[src/rtl/capture_sequencer.sv]
// Capture sequencer: arms on a capture request, optionally waits for a SYSREF-aligned
// sync pulse, then routes selected ADC streams onto readout buffers for len_i beats.
//
// state | meaning
// ------+------------------------------------------------------------
// IDLE  | waiting for capture_i with a non-zero length
// ARM   | waiting for sync_i; the wait timer expiring sets timeout_o
// RUN   | forwarding selected ADC beats; counting buffer-0 beats
// DONE  | final beat is on the buffers; one-cycle done_o pulse
module capture_sequencer #(
    parameter int NCHAN         = 8,
    parameter int NBUF          = 4,
    parameter int DW            = 128,
    parameter int LENW          = 16,
    parameter int ALIGN_TIMEOUT = 65535
) (
    input  logic                  aclk,
    input  logic                  aclk_rst,
    input  logic                  capture_i,
    input  logic                  abort_i,
    input  logic                  sync_i,
    input  logic                  align_en_i,
    input  logic [LENW-1:0]       len_i,
    input  logic [NBUF*3-1:0]     sel_i,
    input  logic [NCHAN*DW-1:0]   adc_tdata_i,
    input  logic [NCHAN-1:0]      adc_tvalid_i,
    output logic [NBUF*DW-1:0]    buf_tdata_o,
    output logic [NBUF-1:0]       buf_tvalid_o,
    input  logic [NBUF-1:0]       buf_tready_i,
    output logic                  busy_o,
    output logic                  done_o,
    output logic [NBUF-1:0]       overflow_o,
    output logic                  timeout_o,
    output logic [LENW-1:0]       beat_count_o
);

    // The wait timer is a down-counter loaded with ALIGN_TIMEOUT-1; reaching zero
    // without sync_i marks the last permitted ARM cycle.
    localparam int TW = (ALIGN_TIMEOUT < 2) ? 1 : $clog2(ALIGN_TIMEOUT);
    localparam logic [TW-1:0] TIMEOUT_LOAD = TW'(ALIGN_TIMEOUT - 1);

    typedef enum logic [1:0] {
        ST_IDLE = 2'd0,
        ST_ARM  = 2'd1,
        ST_RUN  = 2'd2,
        ST_DONE = 2'd3
    } state_t;

    state_t              r_state;
    logic [LENW-1:0]     r_len;
    logic [NBUF*3-1:0]   r_sel;
    logic [TW-1:0]       r_wait;
    logic [LENW-1:0]     r_beat;
    logic [NBUF*DW-1:0]  r_tdata;
    logic [NBUF-1:0]     r_tvalid;
    logic [NBUF-1:0]     r_ovf;
    logic                r_busy;
    logic                r_done;
    logic                r_timeout;

    logic [DW-1:0]       w_sel_data [NBUF];
    logic [NBUF-1:0]     w_sel_valid;
    logic                w_beat_inc;
    logic                w_last;

    // Out-of-range selects fall through with zero data and no valid.
    always_comb begin
        for (int b = 0; b < NBUF; b++) begin
            w_sel_data[b]  = '0;
            w_sel_valid[b] = 1'b0;
            for (int c = 0; c < NCHAN; c++) begin
                if (int'(r_sel[3*b +: 3]) == c) begin
                    w_sel_data[b]  = adc_tdata_i[DW*c +: DW];
                    w_sel_valid[b] = adc_tvalid_i[c];
                end
            end
        end
    end

    assign w_beat_inc = w_sel_valid[0] && (r_beat != '1);
    assign w_last     = w_beat_inc && ((r_beat + LENW'(1)) == r_len);

    always_ff @(posedge aclk) begin
        if (aclk_rst) begin
            r_state   <= ST_IDLE;
            r_len     <= '0;
            r_sel     <= '0;
            r_wait    <= '0;
            r_beat    <= '0;
            r_tdata   <= '0;
            r_tvalid  <= '0;
            r_ovf     <= '0;
            r_busy    <= 1'b0;
            r_done    <= 1'b0;
            r_timeout <= 1'b0;
        end else begin
            r_done   <= 1'b0;
            r_tdata  <= '0;
            r_tvalid <= '0;
            // Beats are never held; an unaccepted beat is dropped and flagged.
            r_ovf    <= r_ovf | (r_tvalid & ~buf_tready_i);

            case (r_state)
                ST_IDLE: begin
                    if (capture_i && !abort_i && (len_i != '0)) begin
                        r_len     <= len_i;
                        r_sel     <= sel_i;
                        r_ovf     <= '0;
                        r_timeout <= 1'b0;
                        r_beat    <= '0;
                        r_wait    <= TIMEOUT_LOAD;
                        r_busy    <= 1'b1;
                        r_state   <= align_en_i ? ST_ARM : ST_RUN;
                    end
                end

                ST_ARM: begin
                    if (abort_i) begin
                        r_busy  <= 1'b0;
                        r_state <= ST_IDLE;
                    end else if (sync_i) begin
                        r_state <= ST_RUN;
                    end else if (r_wait == '0) begin
                        r_timeout <= 1'b1;
                        r_busy    <= 1'b0;
                        r_state   <= ST_IDLE;
                    end else begin
                        r_wait <= r_wait - TW'(1);
                    end
                end

                ST_RUN: begin
                    if (abort_i) begin
                        r_busy  <= 1'b0;
                        r_state <= ST_IDLE;
                    end else begin
                        for (int b = 0; b < NBUF; b++) begin
                            r_tdata[DW*b +: DW] <= w_sel_data[b];
                        end
                        r_tvalid <= w_sel_valid;
                        if (w_beat_inc) begin
                            r_beat <= r_beat + LENW'(1);
                        end
                        if (w_last) begin
                            r_done  <= 1'b1;
                            r_state <= ST_DONE;
                        end
                    end
                end

                ST_DONE: begin
                    r_busy  <= 1'b0;
                    r_state <= ST_IDLE;
                end

                default: begin
                    r_busy  <= 1'b0;
                    r_state <= ST_IDLE;
                end
            endcase
        end
    end

    assign buf_tdata_o  = r_tdata;
    assign buf_tvalid_o = r_tvalid;
    assign busy_o       = r_busy;
    assign done_o       = r_done;
    assign overflow_o   = r_ovf;
    assign timeout_o    = r_timeout;
    assign beat_count_o = r_beat;

endmodule
[config.mk]
export PLATFORM = sky130hd
export DESIGN_NAME = capture_sequencer
export DESIGN_NICKNAME = d
export VERILOG_FILES = /design/src/rtl/capture_sequencer.sv
export SDC_FILE = /design/constraint.sdc
export NUM_CORES = 2
export LEC_CHECK = 0
export BUFFER_PORTS_ARGS = -buffer_cell sky130_fd_sc_hd__buf_2
export CORE_AREA = 2 2 623 625
export CTS_BUF_LIST = sky130_fd_sc_hd__clkbuf_16
export DETAILED_ROUTE_END_ITERATION = 10
export DIE_AREA = 0 0 625 627
export GPL_TIMING_DRIVEN = 0
export HOLD_SLACK_MARGIN = 0.06
export MAX_ROUTING_LAYER = met4
export PLACE_DENSITY = 0.32
export REMOVE_ABC_BUFFERS = 1
export SLEW_MARGIN = 15
export SYNTH_ARGS = -nofsm -noshare
export SYNTH_HDL_FRONTEND = slang
export SYNTH_SLANG_ARGS = --single-unit
[constraint.sdc]
create_clock -name aclk -period 7.8 [get_ports aclk]
set_clock_uncertainty 0.2 [all_clocks]
set_input_delay 0.39 -clock aclk [delete_from_list [all_inputs] [get_ports aclk]]
set_output_delay 0.39 -clock aclk [all_outputs]
set_load 0.005 [all_outputs]
# Yosys cells after proc, flatten, opt, wreduce, memory -nomap -nowiden
# Index checks and enable logic that the tools add are counted.
[word_totals] inputBits=1070 output_inout_bits=539 elab_cells=178 reg_bits=585
[op_classes] n_bitwise=4 add_sub_neg=2 n_reduce_logical=21 n_eq_ne=45 mux=95
[ops] operator="$mux 128" count=32
[ops] operator="$mux 16" count=7
[ops] operator="$pmux 16 s2" count=2
[ops] operator="$eq 3x3->1 const B" count=16
[ops] operator="$mux 1" count=42
[ops] operator="$eq 3x2->1 const B" count=8
[ops] operator="$add 16x1->16 const B" count=1
[ops] operator="$eq 16x16->1" count=1
[ops] operator="$logic_not 16->1" count=1
[ops] operator="$ne 16x16->1 const B" count=1
[ops] operator="$ne 2x2->1 const B" count=8
[ops] operator="$reduce_bool 16->1" count=1
[ops] operator="$sub 16x1->16 const B" count=1
[ops] operator="$mux 2" count=7
[ops] operator="$eq 3x1->1 const B" count=4
[ops] operator="$logic_not 3->1" count=4
[ops] operator="$reduce_and 5->1" count=2
[ops] operator="$ne 3x3->1 const B" count=3
[ops] operator="$mux 4" count=2
[ops] operator="$pmux 2 s4" count=1
[ops] operator="$reduce_and 4->1" count=2
[ops] operator="$and 4x4->4" count=1
[ops] operator="$eq 2x2->1 const B" count=2
[ops] operator="$logic_and 1x1->1" count=4
[ops] operator="13 further kinds" count=14

# Depth between registers and ports, before layout
[logic_depth] word_depth=14 depth_mapped=10 ltp_nobuf=8

# Least setup slack after synthesis
# No wires, ideal clock.
[synth_timing] path_type="register to register" from="register r_wait[7]" to="register r_wait[10]" path_slack_ps=5171 t_required_ps=7484 setup_ps=116 path_buffers=0 path_stages_with_launch=7 arrival_time_ps=2313 period_less_slack_ps=2629 path_cell_list="dfxtp_1 > or4_4 > or4_4 > o41ai_4 > a21oi_2 > a311o_1 > o211a_1"
[synth_via] elab_chain_len=5 word_cells_on_any_way=8 cone_classes="1 x add/sub; 1 x eq/ne; 4 x mux; 2 x reduce/logical"
[synth_lines] element="start, declared" line_no="52" rtl="logic [TW-1:0] r_wait;"
[synth_lines] element="start signal, assigned" line_no="128" rtl="r_wait <= r_wait - TW'(1);"
[synth_lines] element="$sub 16x1->16" line_no="128"
[synth_lines] element="$mux 16" line_no="123" rtl="end else if (r_wait == '0) begin"
[synth_lines] element="$mux 16" line_no="121" rtl="end else if (sync_i) begin"
[synth_lines] element="$mux 16" line_no="118" rtl="if (abort_i) begin"
[synth_lines] element="$pmux 16 s2" line_no="103" rtl="case (r_state)"
# Parallel ways exist; a longest one is shown, timed or not. The select of a mux whose other input is x is not followed.
# A chain may end at the register's enable or synchronous reset.

# Final worst setup path
[layout_timing] from="register r_state[1]" to="register r_tdata[44], in the netlist buf_tdata_o[44]"
[layout_via] elab_chain_len=3
[layout_lines] element="start, declared" line_no="49" rtl="state_t r_state;"
[layout_lines] element="start signal, assigned" line_no="113" rtl="r_state <= align_en_i ? ST_ARM : ST_RUN;"
[layout_lines] element="$eq 2x2->1" line_no="103"
[layout_lines] element="$not 1->1 (no line)"
[layout_lines] element="$reduce_or 3->1 (no line)"
[layout_lines] element="end signal, assigned by index" line_no="138" rtl="r_tdata[DW*b +: DW] <= w_sel_data[b];"
[layout_lines] element="end, declared" line_no="54" rtl="logic [NBUF*DW-1:0] r_tdata;"
# No other way between the ends.

==> results_dict.tcl <==
set metrics [dict create \
    io-pin-count 1609 \
    drc_errors 2 \
    p_sw_share_pct 35.05 \
    portBuffers 1608 \
    cts_root_buffer "clkbuf_16" \
    synth.ff_latch_count 585 \
    ys_async_sr_fraction_pct 0 \
    worstPathCellList "nand2b_1 -> nor2_2 -> nand2_4 -> buf_16 -> buf_12 -> buf_16 -> buf_16 -> buf_16 -> a2111oi_0 -> dlygate4sd3_1" \
    antenna_found_initial 224 \
    final_core_util_pct 21.33 \
    synth_ff_type "dfxtp_1" \
    vias 69313 \
    grt_pass1_vias 67154 \
    relSlewSlack_pct 2.098 \
    wl_met1_um 190200 \
    dp.cells 11893 \
    die_w_um 625 \
    ir_worst_vdd_v 0.0001821 \
    crit_buf_inv 6 \
    die_y_um 627 \
    hold_slack_ns 0.1160 \
    path_class "flip-flop to flip-flop" \
    fmax_mhz 170.3 \
    violations "DRC, capacitance limit" \
    final_common_cell "buf_2" \
    route.met3.wl_um 51100 \
    fin_tns_setup_ns 0 \
    layout_common_cells "buf_2 (1618), dlygate4sd3_1 (1321), o22ai_1 (708), dfxtp_1 (573), nor2_1 (555)" \
    max_cap_violations 1 \
    h-tree-depth 3 \
    cts_num_sinks 585 \
    cts_tree "done" \
    wl_met2_um 218200 \
    min_path_type "primary input to flip-flop" \
    finalWeightedCongestion 0.9007 \
    area_growth_pct 74.62 \
    power.total_mw 11.51 \
    start_util_pct 12.22 \
    seq_area_um2 11760 \
    p_int_mw 7.476 \
    seqPwrFrac_pct 26.9 \
    power.density_nw_per_um2 140.2 \
    tightestPinTransition_ns 1.432 \
    period_needed_ns 5.872 \
    worstPathMaxFanout 54 \
    cts_buffers 102 \
    core_area_um2 384800 \
    grt_pass1_wl_um 640800 \
    final_area_um2 82090 \
    routedWlPerCell_um 35.98 \
    drt_iter0_markers 8811 \
    crit_top_cell "buf_16" \
    cp_slowest_cell "dfxtp_1" \
    grt_max_degree 97 \
    overflow 0 \
    multi_input_area_um2 32840 \
    num-nets-final 9330 \
    hold_viol 0 \
    topRoutingLayerUsed "met4" \
    final_cells 13618 \
    clkTransAtPathRegs_ns 0.06 \
    fin_ws_ns 1.928 \
    p_clk_share_pct 43.2 \
    drt_first_pass_iters 11 \
    power_switching_mw 4.035 \
    fp.dieArea_um2 391900 \
    p_leak_nw 32.67 \
    status "finished with violations" \
    yosysSeqAreaShare_pct 24.91 \
    critPathArrivalTime_ns 6.45 \
    pre_cts_ws_ns 1.918 \
    via_per_inst 5.090 \
    dp_hpwl_um 369500 \
    num_rows 228 \
    wl_um 490000 \
    synth-edff-count 0 \
    clk_path_buf_depth 4 \
    finalSetupViolations 0 \
    period_share_pct 75.28 \
    placed_cell_area_um2 64900 \
    slowest_delay_ns 0.79 \
    ant_nets 0 \
    combinationalPowerShare_pct 29.9 \
    num-fill-cells 42708 \
    rsz0062_at_grt "false" \
    ys_types 53 \
    cp_top_family "buffers and inverters" \
    post_cts_buffers 0 \
    slew_viol_final 0 \
    yosys_warnings 0 \
    synth_area_um2 47010 \
    endpoint_kind "flip-flop" \
    grt_usage_pct 24.52 \
    clk-insertion-delay-late_ns 0.88 \
    startpoint_type "flip-flop" \
    drive_gt1_share_pct 31.37 \
    worstPathRequired_ns 8.38 \
    synth.avg_cell_area_um2 8.363 \
    synthCells 5621 \
]
## cells by family (layout without fill, tap and decap cells)
family / count (synthesis) / after routing / share of synthesized area [%]
xor+xnor: 34 / 34 / 0.6334
compound gates: 2434 / 2434 / 34.81
flops: 585 / 585 / 24.91
buf+inv: 792 / 3509 / 6.441
fa+ha+maj: 2 / 2 / 0.05322
other cells: 0 / 220 / 0
simple gates: 1098 / 1098 / 9.712
mux: 676 / 676 / 23.44
## layout make-up
type                    instances  area share [%]
flip-flops and latches        585           14.32
diodes                        220          0.6706
repair buffers               3207           32.54
clock inverters                82           1.043
multi-input cells            4244           40.01
inverters                     118          0.5944
clock buffers                 102           3.109
well taps                    5060           7.712
## per-layer routing
metal  vias to the layer above  GRT usage, %
met5                         -             -
li1                      27992             -
met1                     34798         28.63
met2                      5327         37.09
met3                      1196         7.961
met4                         0         13.43
## timing repair
item,in CTS,in global routing
hold buffers,1320,1
endpoints found under the hold margin,575,1
gates resized for setup,0,0
## state kept, by name, indices dropped and copies added, names as in the netlist
| signal | cells |
|---|---|
| r_state | 2 |
| busy_o | 1 |
| r_wait | 16 |
| timeout_o | 1 |
| buf_tvalid_o | 4 |
| overflow_o | 4 |
| r_len | 16 |
| done_o | 1 |
| beat_count_o | 16 |
| buf_tdata_o | 512 |
| r_sel | 12 |
## power by group through the flow
stage / registers (mW) / clock network (mW) / logic, mW
6_report: 3.09 / 4.97 / 3.45
3_3_place_gp: 3.49 / 0 / 2.74
2_1_floorplan: 3.26 / 0 / 1.37
3_5_place_dp: 3.15 / 0 / 2.84
5_1_grt: 3.09 / 5.24 / 3.63
4_1_cts: 3.09 / 5.18 / 3.38
## cells in the mapped netlist (8+ instances only)
cell type,n,area (um^2)
o22ai_1,708,4429
dfxtp_1,585,11710
nor2_1,567,2128
clkbuf_1,543,2038
o21ai_0,484,2422
nand2_1,343,1287
mux4_2,326,7342
a21oi_1,314,1572
a2111oi_0,282,2470
mux2i_1,212,2122
a22o_1,186,1629
a221oi_1,180,1577
mux2_2,138,1554
inv_1,116,435.4
buf_1,87,326.6
and3_1,83,519.3
o221ai_1,77,674.4
a22oi_1,72,540.5
a21boi_0,68,510.5
buf_2,44,220.2
nor3_1,24,120.1
xnor2_1,23,201.4
nand3_1,16,80.08
a31oi_1,13,81.33
nor2b_1,12,75.07
or3_1,12,75.07
a221o_1,11,110.1
nor4_1,11,68.82
xor2_1,11,96.34
a311oi_1,9,78.83
nand2b_1,8,50.05
## tightest hold or removal path, delay by kind of cell
kind	cells	cell delay, ns
compound gates	3	0.49
buf+inv	1	0.13
## worst paths after layout
| kind | start | endpoint | slack, ns | depth (start not counted) |
|---|---|---|---|---|
| max | r_state[1] | buf_tdata_o[44] | 1.93 | 10 |
| min | adc_tdata_i[538] | buf_tdata_o[410] | 0.12 | 4 |
| max reg2reg | r_state[1] | buf_tdata_o[44] | 1.93 | 10 |
| min reg2reg | r_wait[1] | r_wait[1] | 0.33 | 2 |
No activity file was read; power rests on OpenSTA's default activity.
